==> config.mk <==
export PLATFORM = sky130hd
export DESIGN_NAME = pipeline_hazard_ctrl
export DESIGN_NICKNAME = d
export VERILOG_FILES = /design/src/rtl/pipeline_hazard_ctrl.sv
export SDC_FILE = /design/constraint.sdc
export NUM_CORES = 1
export LEC_CHECK = 0
export CAP_MARGIN = 5
export CORE_ASPECT_RATIO = 0.75
export CORE_MARGIN = 2
export CORE_UTILIZATION = 40
export DETAILED_ROUTE_END_ITERATION = 8
export HOLD_SLACK_MARGIN = 0.03
export PLACE_DENSITY = 0.71
export SLEW_MARGIN = 40
export SYNTH_ARGS = -nofsm -noshare
export SYNTH_HDL_FRONTEND = slang
export SYNTH_SLANG_ARGS = --single-unit
==> constraint.sdc <==
create_clock -name clk -period 2 [get_ports clk]
set_input_delay 0.2 -clock clk [delete_from_list [all_inputs] [get_ports clk]]
set_output_delay 0.2 -clock clk [all_outputs]
set_load 0.005 [all_outputs]
==> src/rtl/pipeline_hazard_ctrl.sv <==
// Pipeline hazard controller for the 5-stage RV64 core: load-use bubbles, branch flushes,
// multi-cycle EX sequencing and a saturating stall-cycle counter.
module pipeline_hazard_ctrl #(
    parameter int unsigned MC_LATENCY = 4,
    parameter int unsigned CNT_W      = 16
) (
    input  logic             clk,
    input  logic             reset,
    input  logic             id_valid,
    input  logic [4:0]       id_rs1,
    input  logic [4:0]       id_rs2,
    input  logic             id_uses_rs2,
    input  logic             id_is_mc,
    input  logic [4:0]       ex_rd,
    input  logic             ex_mem_read,
    input  logic             branch_taken,
    output logic             pc_write,
    output logic             if_id_write,
    output logic             if_id_flush,
    output logic             id_ex_hold,
    output logic             id_ex_flush,
    output logic             ex_mem_flush,
    output logic             mc_busy,
    output logic [CNT_W-1:0] stall_count
);

    localparam int unsigned MC_CNT_W = 8;

    typedef enum logic {
        ST_RUN     = 1'b0,
        ST_MC_EXEC = 1'b1
    } state_e;

    state_e              state_q, state_d;
    logic [MC_CNT_W-1:0] count_q, count_d;
    logic [CNT_W-1:0]    stall_q, stall_d;
    logic                lu;

    assign lu = ex_mem_read && (ex_rd != 5'd0) && id_valid &&
                ((ex_rd == id_rs1) || (id_uses_rs2 && (ex_rd == id_rs2)));

    assign stall_count = stall_q;

    always_ff @(posedge clk or posedge reset) begin
        if (reset) begin
            state_q <= ST_RUN;
            count_q <= '0;
            stall_q <= '0;
        end else begin
            state_q <= state_d;
            count_q <= count_d;
            stall_q <= stall_d;
        end
    end

    // Next state and zero-latency control outputs; branch abort outranks the MC sequence.
    always_comb begin
        state_d      = state_q;
        count_d      = count_q;
        pc_write     = 1'b1;
        if_id_write  = 1'b1;
        if_id_flush  = 1'b0;
        id_ex_hold   = 1'b0;
        id_ex_flush  = 1'b0;
        ex_mem_flush = 1'b0;
        mc_busy      = (state_q == ST_MC_EXEC);

        if (reset) begin
            pc_write     = 1'b0;
            if_id_write  = 1'b0;
            if_id_flush  = 1'b1;
            id_ex_flush  = 1'b1;
            ex_mem_flush = 1'b1;
            mc_busy      = 1'b0;
        end else if (branch_taken) begin
            if_id_flush  = 1'b1;
            id_ex_flush  = 1'b1;
            ex_mem_flush = 1'b1;
            state_d      = ST_RUN;
            count_d      = '0;
        end else if (state_q == ST_MC_EXEC) begin
            pc_write    = 1'b0;
            if_id_write = 1'b0;
            id_ex_hold  = 1'b1;
            if (count_q != '0) begin
                ex_mem_flush = 1'b1;
                count_d      = count_q - MC_CNT_W'(1);
            end else begin
                state_d = ST_RUN;
            end
        end else if (lu) begin
            pc_write    = 1'b0;
            if_id_write = 1'b0;
            id_ex_flush = 1'b1;
        end else if (id_valid && id_is_mc) begin
            state_d = ST_MC_EXEC;
            count_d = MC_CNT_W'(MC_LATENCY - 1);
        end
    end

    // Stall-cycle counter saturates instead of wrapping.
    always_comb begin
        stall_d = stall_q;
        if (!pc_write && (stall_q != '1)) begin
            stall_d = stall_q + CNT_W'(1);
        end
    end

endmodule

# Word level (Yosys, flattened, before mapping)

Index checks and enable logic that the tools add are counted.

Add/sub/neg operators: 2
Equal/unequal tests: 5
Mux-type cells: 27
Bitwise gates (word level): 1
Reduce and logical (&&, ||, !) cells: 12

Operator list:

| kind                    | count |
|---|---|
| $mux W8                 | 5 |
| $mux W1                 | 22 |
| $add A16 B1 Y16 const B | 1 |
| $ne A16 B16 Y1 const B  | 1 |
| $eq A5 B5 Y1            | 2 |
| $reduce_bool A8 Y1      | 1 |
| $sub A8 B1 Y8 const B   | 1 |
| $logic_and A1 B1 Y1     | 6 |
| $reduce_bool A5 Y1      | 1 |
| $reduce_and A4 Y1       | 1 |
| $ne A3 B2 Y1 const B    | 1 |
| $ne A3 B3 Y1 const B    | 1 |
| $reduce_bool A3 Y1      | 1 |
| $logic_not A1 Y1        | 1 |
| $logic_or A1 B1 Y1      | 1 |
| $not A1 Y1              | 1 |

Register bits: 25
Input bits: 22
Output and inout port bits: 23
Word-level logic and storage cells: 50

# Depth between registers and ports, before layout

Gate-level depths: netlist (run 1).

Depth after elaboration: 10
Gate-level depth with buffers: 8
Gate-level depth less buffers: 8

# Worst setup path before layout (run 1)

OpenSTA, ideal clock, no wires.

Path kind: register to register
From: reg count_q[0]
To: reg count_q[2]
Setup time: 0.116 ns
Arrival time: 1.938 ns
Required time: 1.884 ns
Setup slack: -0.054 ns
Stages on the path, launching flop included: 8
Buffers on the path: 0
Period minus slack after synthesis: 2.054 ns
Cell sequence: dfrtp_1 > inv_1 > ha_1 > or3b_2 > or3_1 > a21oi_1 > nor2_1 > o311ai_0

Longest elaborated chain between the ends: 4
Elaborated cells between the ends (all ways): 7
Those cells by class: 1 x add/sub; 1 x eq/ne; 3 x mux; 2 x reduce/logical

RTL lines:

| what                   | line | text |
|---|---|---|
| from (decl)            | 35   | `logic [MC_CNT_W-1:0] count_q, count_d;` |
| from (signal assigned) | 51   | `count_q <= count_d;` |
| $sub A8 B1 Y8          | 87   | `count_d = count_q - MC_CNT_W'(1);` |
| $mux W8                | 85   | `if (count_q != '0) begin` |
| $mux W8                | 81   | `end else if (state_q == ST_MC_EXEC) begin` |
| $mux W8                | 75   | `end else if (branch_taken) begin` |

Parallel ways exist; a longest one is shown, timed or not. The select of a mux whose other input is x is not followed.
A chain may end at the register's enable or synchronous reset.

# Worst setup path in the final report (run 1)

From: reg count_q[1]
To: out ex_mem_flush

Longest elaborated chain between the ends: 5

RTL lines:

| what               | line | text |
|---|---|---|
| $reduce_bool A8 Y1 | 85   |  |
| $mux W1            | 85   |  |
| $mux W1            | 81   |  |
| $mux W1            | 75   |  |
| $mux W1            | 68   | `if (reset) begin` |
| to (decl)          | 22   | `output logic ex_mem_flush,` |

Every way passes these cells.

==> run metrics, run 1 <==
R2R Path Start=count_q[1]$_DFFE_PP0P_; post-synth top area share=between 30% and 40%; Gate Count Post-Synth=175; ys async rst share=100%; final slew viol count=0; via count=around 1600; Finish-stage setup viols=2; row count=20; Most used DFF post-synth=dfrtp_1; vias per cell=between 5 and 6; WHS=roughly 0.43 ns; GRT overflow=0; VDD IR max=approximately 0.00082 V; synthesized cell area=between 1500 and 2000 µm²; HPWL after detailed placement=3320 µm; Total Die Area=~4600 µm²; Total Power=2550 µW; Tcrit/Tclk final=104%; commonest cells in the synthesized netlist=dfrtp_1 (25), xor2_1 (23), nand2_1 (22), nor2_1 (13), inv_1 (8); Buffers on Ports=44; Sink Count=25; H-tree depth=1; CTS Hold Bufs=0; Layout area overhead=58.7%; largest net degree at the start of global routing=29; Synth area leaders=dfrtp_1 (38%), xor2_1 (12%), nand2_1 (5.1%); syn_area_per_cell=about 9.3 µm²; Worst Tran Pin Value=between 0.3 and 0.4 ns; min-delay worst type=in -> async; Top-Level Pins=45; R2R depth=8; Final #Nets=roughly 280; DRC Markers=0; leakage power=0.00112 µW; RSZ-0062 raised after global routing=yes; Post-Synthesis Net Count=approximately 200; gpl congestion=between 0.8 and 0.9; # fillers=around 340; DRT Pass-1 Iters=4; endpoints failing hold=0; die width=between 70 and 80 µm; CTS Root Cell=clkbuf_8; GRT Resource Usage Total=roughly a fifth; Pwr Density=between 900 and 1000 nW/µm²; Chip Height=between 50 and 60 µm; layout cells sized above 1=a little under a third; vias in the first global route=1562; count of max-cap constraint violations=0; total wire length=between 4000 and 5000 µm; wire length per cell=14.4 µm; area leader, netlist=dfrtp_1; arrival time at the worst endpoint=1.87 ns; setup tns final=-0.103 ns; FMAX=between 0.4 and 0.5 GHz; Initial Util=40.8%; data required time at the worst endpoint=around 1.8 ns; status=complete, but fails checks; first-pass GRT wire length=roughly 7500 µm; diode count=0; Layout Skew=0.00582 ns; post-layout minimum cycle time=2.07 ns; CTS tree=done; Final ANT Viol Nets=0; CTS max path bufs=2; later-pin clock latency in the skew report=between 0.2 and 0.3 ns; #FFs+latches synth=25; Worst setup SP type=flop; post-route setup slack=-0.0732 ns; kind of critical path=reg -> out; post-synthesis sequential area ratio=38.5%; critical path capture point type=output port; warnings from Yosys=0; FF-to-FF setup slack=-0.03 ns; Distinct cells, synth=41; worst-path fanout max=2; RR Endpoint=count_q[2]$_DFFE_PP0P_; CTS clk-pin slew, worst paths=approximately 0.1 ns; antenna violations before repair=0; core area=just under 4000 µm²; failing checks=negative setup slack; EDFF count, synth=0; most frequent cell after synthesis=dfrtp_1; Starting DRT DRC Count=98; Slew HR=between 70% and 80%; CTS buffer count=3
[cells in the final DEF (no fill, tap or decap), types with 3 or more instances in the layout]
cell,count
buf_4,37
clkdlybuf4s50_1,30
dfrtp_1,25
xor2_1,22
nand2_1,20
nor2_1,12
nor3_2,10
o211ai_1,6
inv_1,6
nand3_1,6
o21ai_0,6
a21oi_1,6
dlygate4sd2_1,4
nand4_1,3
clkbuf_8,3
dlymetal6s2s_1,3
clkbuf_2,3
buf_6,3
[per-layer routing]
metal	vias up	part of all wire [%]	GRT usage, %
met2	38	47	33.5
li1	793	-	-
met5	-	0	0
met3	4	3.9	3.51
met4	0	0.51	2.30
met1	736	48	29.9
[what timing repair did]
action / in CTS / in global routing
pin swaps: 6 / 5
buffers inserted: 4 / 2
setup endpoints to repair: 24 / 25
resized for setup: 30 / 23
[worst max path at each step]
stage | cells past startpoint | to | start | slack, ns
finish | 7 | ex_mem_flush | count_q[1]$_DFFE_PP0P_ | -0.07
global route | 7 | ex_mem_flush | count_q[1]$_DFFE_PP0P_ | -0.13
CTS | 7 | ex_mem_flush | count_q[1]$_DFFE_PP0P_ | -0.06
detailed placement | 8 | stall_count[1]$_DFFE_PP0P_ | ex_rd[3] | -0.54
global placement | 8 | stall_count[1]$_DFFE_PP0P_ | ex_rd[3] | -0.48
floorplan | 7 | count_q[2]$_DFFE_PP0P_ | count_q[0]$_DFFE_PP0P_ | 0.07
[critical path, cell delays in order (launching register included)]
cell and delay (ns):
dfrtp_1 0.41, inv_2 0.08, ha_4 0.12, or3b_4 0.38, or3_4 0.36, nand2_4 0.08, nand2_2 0.05, buf_6 0.12
[flip-flops by register name, indices dropped and copies added (netlist names)]
| name | count |
|---|---|
| stall_count | 16 |
| count_q | 8 |
| state_q | 1 |
[where the power goes]
part	switching, µW	internal [µW]
sequential	155	665
clock	172	141
combinational	613	802
total	940	1610
[stage by stage]
stage	cell area (µm²)	util (%)	instances	setup WS [ns]
after floorplan	1630	-	175	0.0662
after global placement	2380	59.8	302	-0.478
after detailed placement	2380	59.8	302	-0.539
after CTS	2500	62.9	310	-0.0600
after global routing	2580	64.8	312	-0.132
final	2580	64.8	312	-0.0732
[cell families (layout without fill, tap and decap cells)]
logic type                 after synthesis  in the layout  share of synthesized area, %
DFF                                     25             25                          38.5
and+or+nand+nor                         75             75                          27.4
adders and majority gates                2              2                          1.54
muxes                                    1              1                         0.693
buffers and inverters                   14             96                          4.00
xor gates and xnor gates                24             24                          12.9
AOI/OAI and AO/OA                       34             34                          14.9
[layout make-up]
type	count	area [µm²]	share of cell area, %
multi-input combinational	136	1060	40.9
timing repair buffer	84	751	29.1
sequential	25	626	24.2
tap	55	68.8	2.67
clock buffer	3	41.3	1.60
inverter	8	30.0	1.16
clock inverter	1	7.51	0.291
No activity file was read; power rests on OpenSTA's default activity.
==> inputs of run 2 (changes only) <==
Settings changed: CAP_MARGIN 5 to 30, CELL_PAD_IN_SITES_DETAIL_PLACEMENT set to 1, CELL_PAD_IN_SITES_GLOBAL_PLACEMENT set to 1, CORE_UTILIZATION 40 to 32, PLACE_DENSITY 0.71 to not set, PLACE_DENSITY_LB_ADDON set to 0.1.
==> run metrics, run 2 (synthesis gave the netlist of run 1 again) <==
wire length per cell=17.1 µm (was 14.4 µm); status=complete, but fails checks (unchanged); post-route setup slack=-0.0846 ns (was -0.0732 ns); Top-Level Pins=45 (unchanged); Pint=1730 µW (was 1610 µW); leakage power=0.00122 µW (was 0.00112 µW); DP Area=2440 µm² (was 2380 µm²); FMAX=0.480 GHz (was 0.482 GHz); Layout area overhead=68.2% (was 58.7%); first-pass GRT wire length=8560 µm (was 7530 µm); Initial Util=33.2% (was 40.8%); largest net degree at the start of global routing=29 (unchanged); endpoints failing hold=0 (unchanged); Starting DRT DRC Count=101 (was 98); diode count=0 (unchanged); min-delay worst type=reg -> reg (was in -> async); CTS clk-pin slew, worst paths=0.10 ns (about the same); Worst Tran Pin Value=0.375 ns (was 0.364 ns); row count=22 (was 20); CTS tree=done (unchanged); final slew viol count=0 (unchanged); H-tree depth=1 (unchanged); Finish-stage setup viols=3 (was 2); logic gate share of total power=59.2% (was 55.5%); gpl congestion=0.820 (was 0.851); critical path capture point type=output port (unchanged); GRT Resource Usage Total=19.2% (was 20.6%); post-layout minimum cycle time=2.08 ns (was 2.07 ns); total wire length=5630 µm (was 4500 µm); CTS Hold Bufs=0 (unchanged); Clock Power Share=11.4% (was 12.3%); Worst setup SP type=flop (unchanged); CTS Root Cell=clkbuf_8 (unchanged); RSZ-0062 raised after global routing=yes (unchanged); arrival time at the worst endpoint=1.88 ns (was 1.87 ns); Flop pwr share=29.3% (was 32.2%); Final Cell Area=2730 µm² (was 2580 µm²); max reg flops=16 (unchanged); Slew HR=75.0% (was 75.6%); GRT overflow=0 (unchanged); Final #Nets=293 (was 282); antenna violations before repair=0 (unchanged); FF-to-FF setup slack=-0.05 ns (was -0.03 ns); DRC Markers=0 (unchanged); HPWL after detailed placement=4040 µm (was 3320 µm); CTS buffer count=3 (unchanged); count of max-cap constraint violations=0 (unchanged); CTS max path bufs=2 (unchanged); Buffers on Ports=44 (unchanged); Switch Pwr=1060 µW (was 940 µW); Pwr Density=1020 nW/µm² (was 988 nW/µm²); commonest non-fill, non-tap cells in the layout=buf_4 (46), clkdlybuf4s50_1 (28), dfrtp_1 (24) (was buf_4 (37), clkdlybuf4s50_1 (30), dfrtp_1 (25)); Sink Count=25 (unchanged); data required time at the worst endpoint=1.80 ns (about the same); Chip Height=65.7 µm (was 59.2 µm); later-pin clock latency in the skew report=0.27 ns (about the same); failing checks=negative setup slack (unchanged); Layout Skew=0.00402 ns (was 0.00582 ns); Total Die Area=5670 µm² (was 4590 µm²); DRT Pass-1 Iters=4 (unchanged); kind of critical path=reg -> out (unchanged); die width=86.3 µm (was 77.6 µm); Sw Share=38.0% (was 36.9%); layout cells sized above 1=38.4% (was 31.9%); vias per cell=5.23 (was 5.04); vias in the first global route=1824 (was 1562); worst-path fanout max=3 (was 2); leading cell type in the layout, fill and taps excluded=buf_4 (unchanged); Tcrit/Tclk final=104% (about the same); VDD IR max=0.000363 V (was 0.000816 V); WHS=0.495 ns (was 0.428 ns); core area=4900 µm² (was 3980 µm²); Final ANT Viol Nets=0 (unchanged); via count=1715 (was 1571)
[run 2: path summary, 6_finish.rpt]
check	from	to	cells after the start
min reg2reg	stall_count[7]$_DFFE_PP0P_	stall_count[7]$_DFFE_PP0P_	1
min in group asynchronous	reset	stall_count[4]$_DFFE_PP0P_	3
max in group asynchronous	reset	state_q$_DFFE_PP0N_	3
max reg2reg	count_q[1]$_DFFE_PP0P_	count_q[2]$_DFFE_PP0P_	8
min	stall_count[7]$_DFFE_PP0P_	stall_count[7]$_DFFE_PP0P_	1
max	count_q[1]$_DFFE_PP0P_	ex_mem_flush	7
[run 2: worst max-delay path, cell delays in order, from the launching register on]
cell and delay [ns]:
dfrtp_1 0.40, inv_2 0.09, ha_4 0.14, or3b_4 0.38
or3_4 0.35, nand2_2 0.08, nand2_1 0.05, buf_2 0.13
[run 2: area by class of cell]
type | instances | area [µm²]
inverter | 8 | 30.0
sequential | 25 | 627
multi-input combinational | 136 | 1120
fill | 569 | 2170
clock buffer | 3 | 41.3
timing repair buffer | 95 | 832
clock inverter | 1 | 5.00
tap | 60 | 75.1
[run 2: repair_timing]
item	in CTS	in global routing
endpoints found under the setup margin	25	26
buffers inserted	3	4
pin swaps	9	22
gates cloned	0	2
gates resized for setup	29	55
[run 2: stage by stage]
step                      utilization (%)  worst slack, ns  std cells  power [µW]  TNS (ns)
after floorplan                         -           0.0662        175        1380         0
after global placement               49.8           -0.468        315        2130     -8.60
after detailed placement             49.8           -0.563        315        2190    -10.22
after CTS                            51.6           -0.101        322        2570    -0.174
after global routing                 55.8           -0.170        328        2980     -1.19
final                                55.8          -0.0846        328        2800    -0.137
[run 2: layer usage]
layer | vias up | share of wire [%] | global-route usage (%)
li1 | 821 | - | -
met1 | 842 | 46 | 24.8
met2 | 42 | 49 | 33.9
met3 | 10 | 3.3 | 3.14
met4 | 0 | 1.5 | 3.91
met5 | - | 0 | 0
[run 2: power by group through the flow]
stage                     Clock (µW)  Combinational [µW]  Sequential [µW]
final                            320                1660              820
after global routing             348                1790              845
after CTS                        328                1420              816
after detailed placement           0                1370              820
after global placement             0                1330              803
after floorplan                    0                 532              844
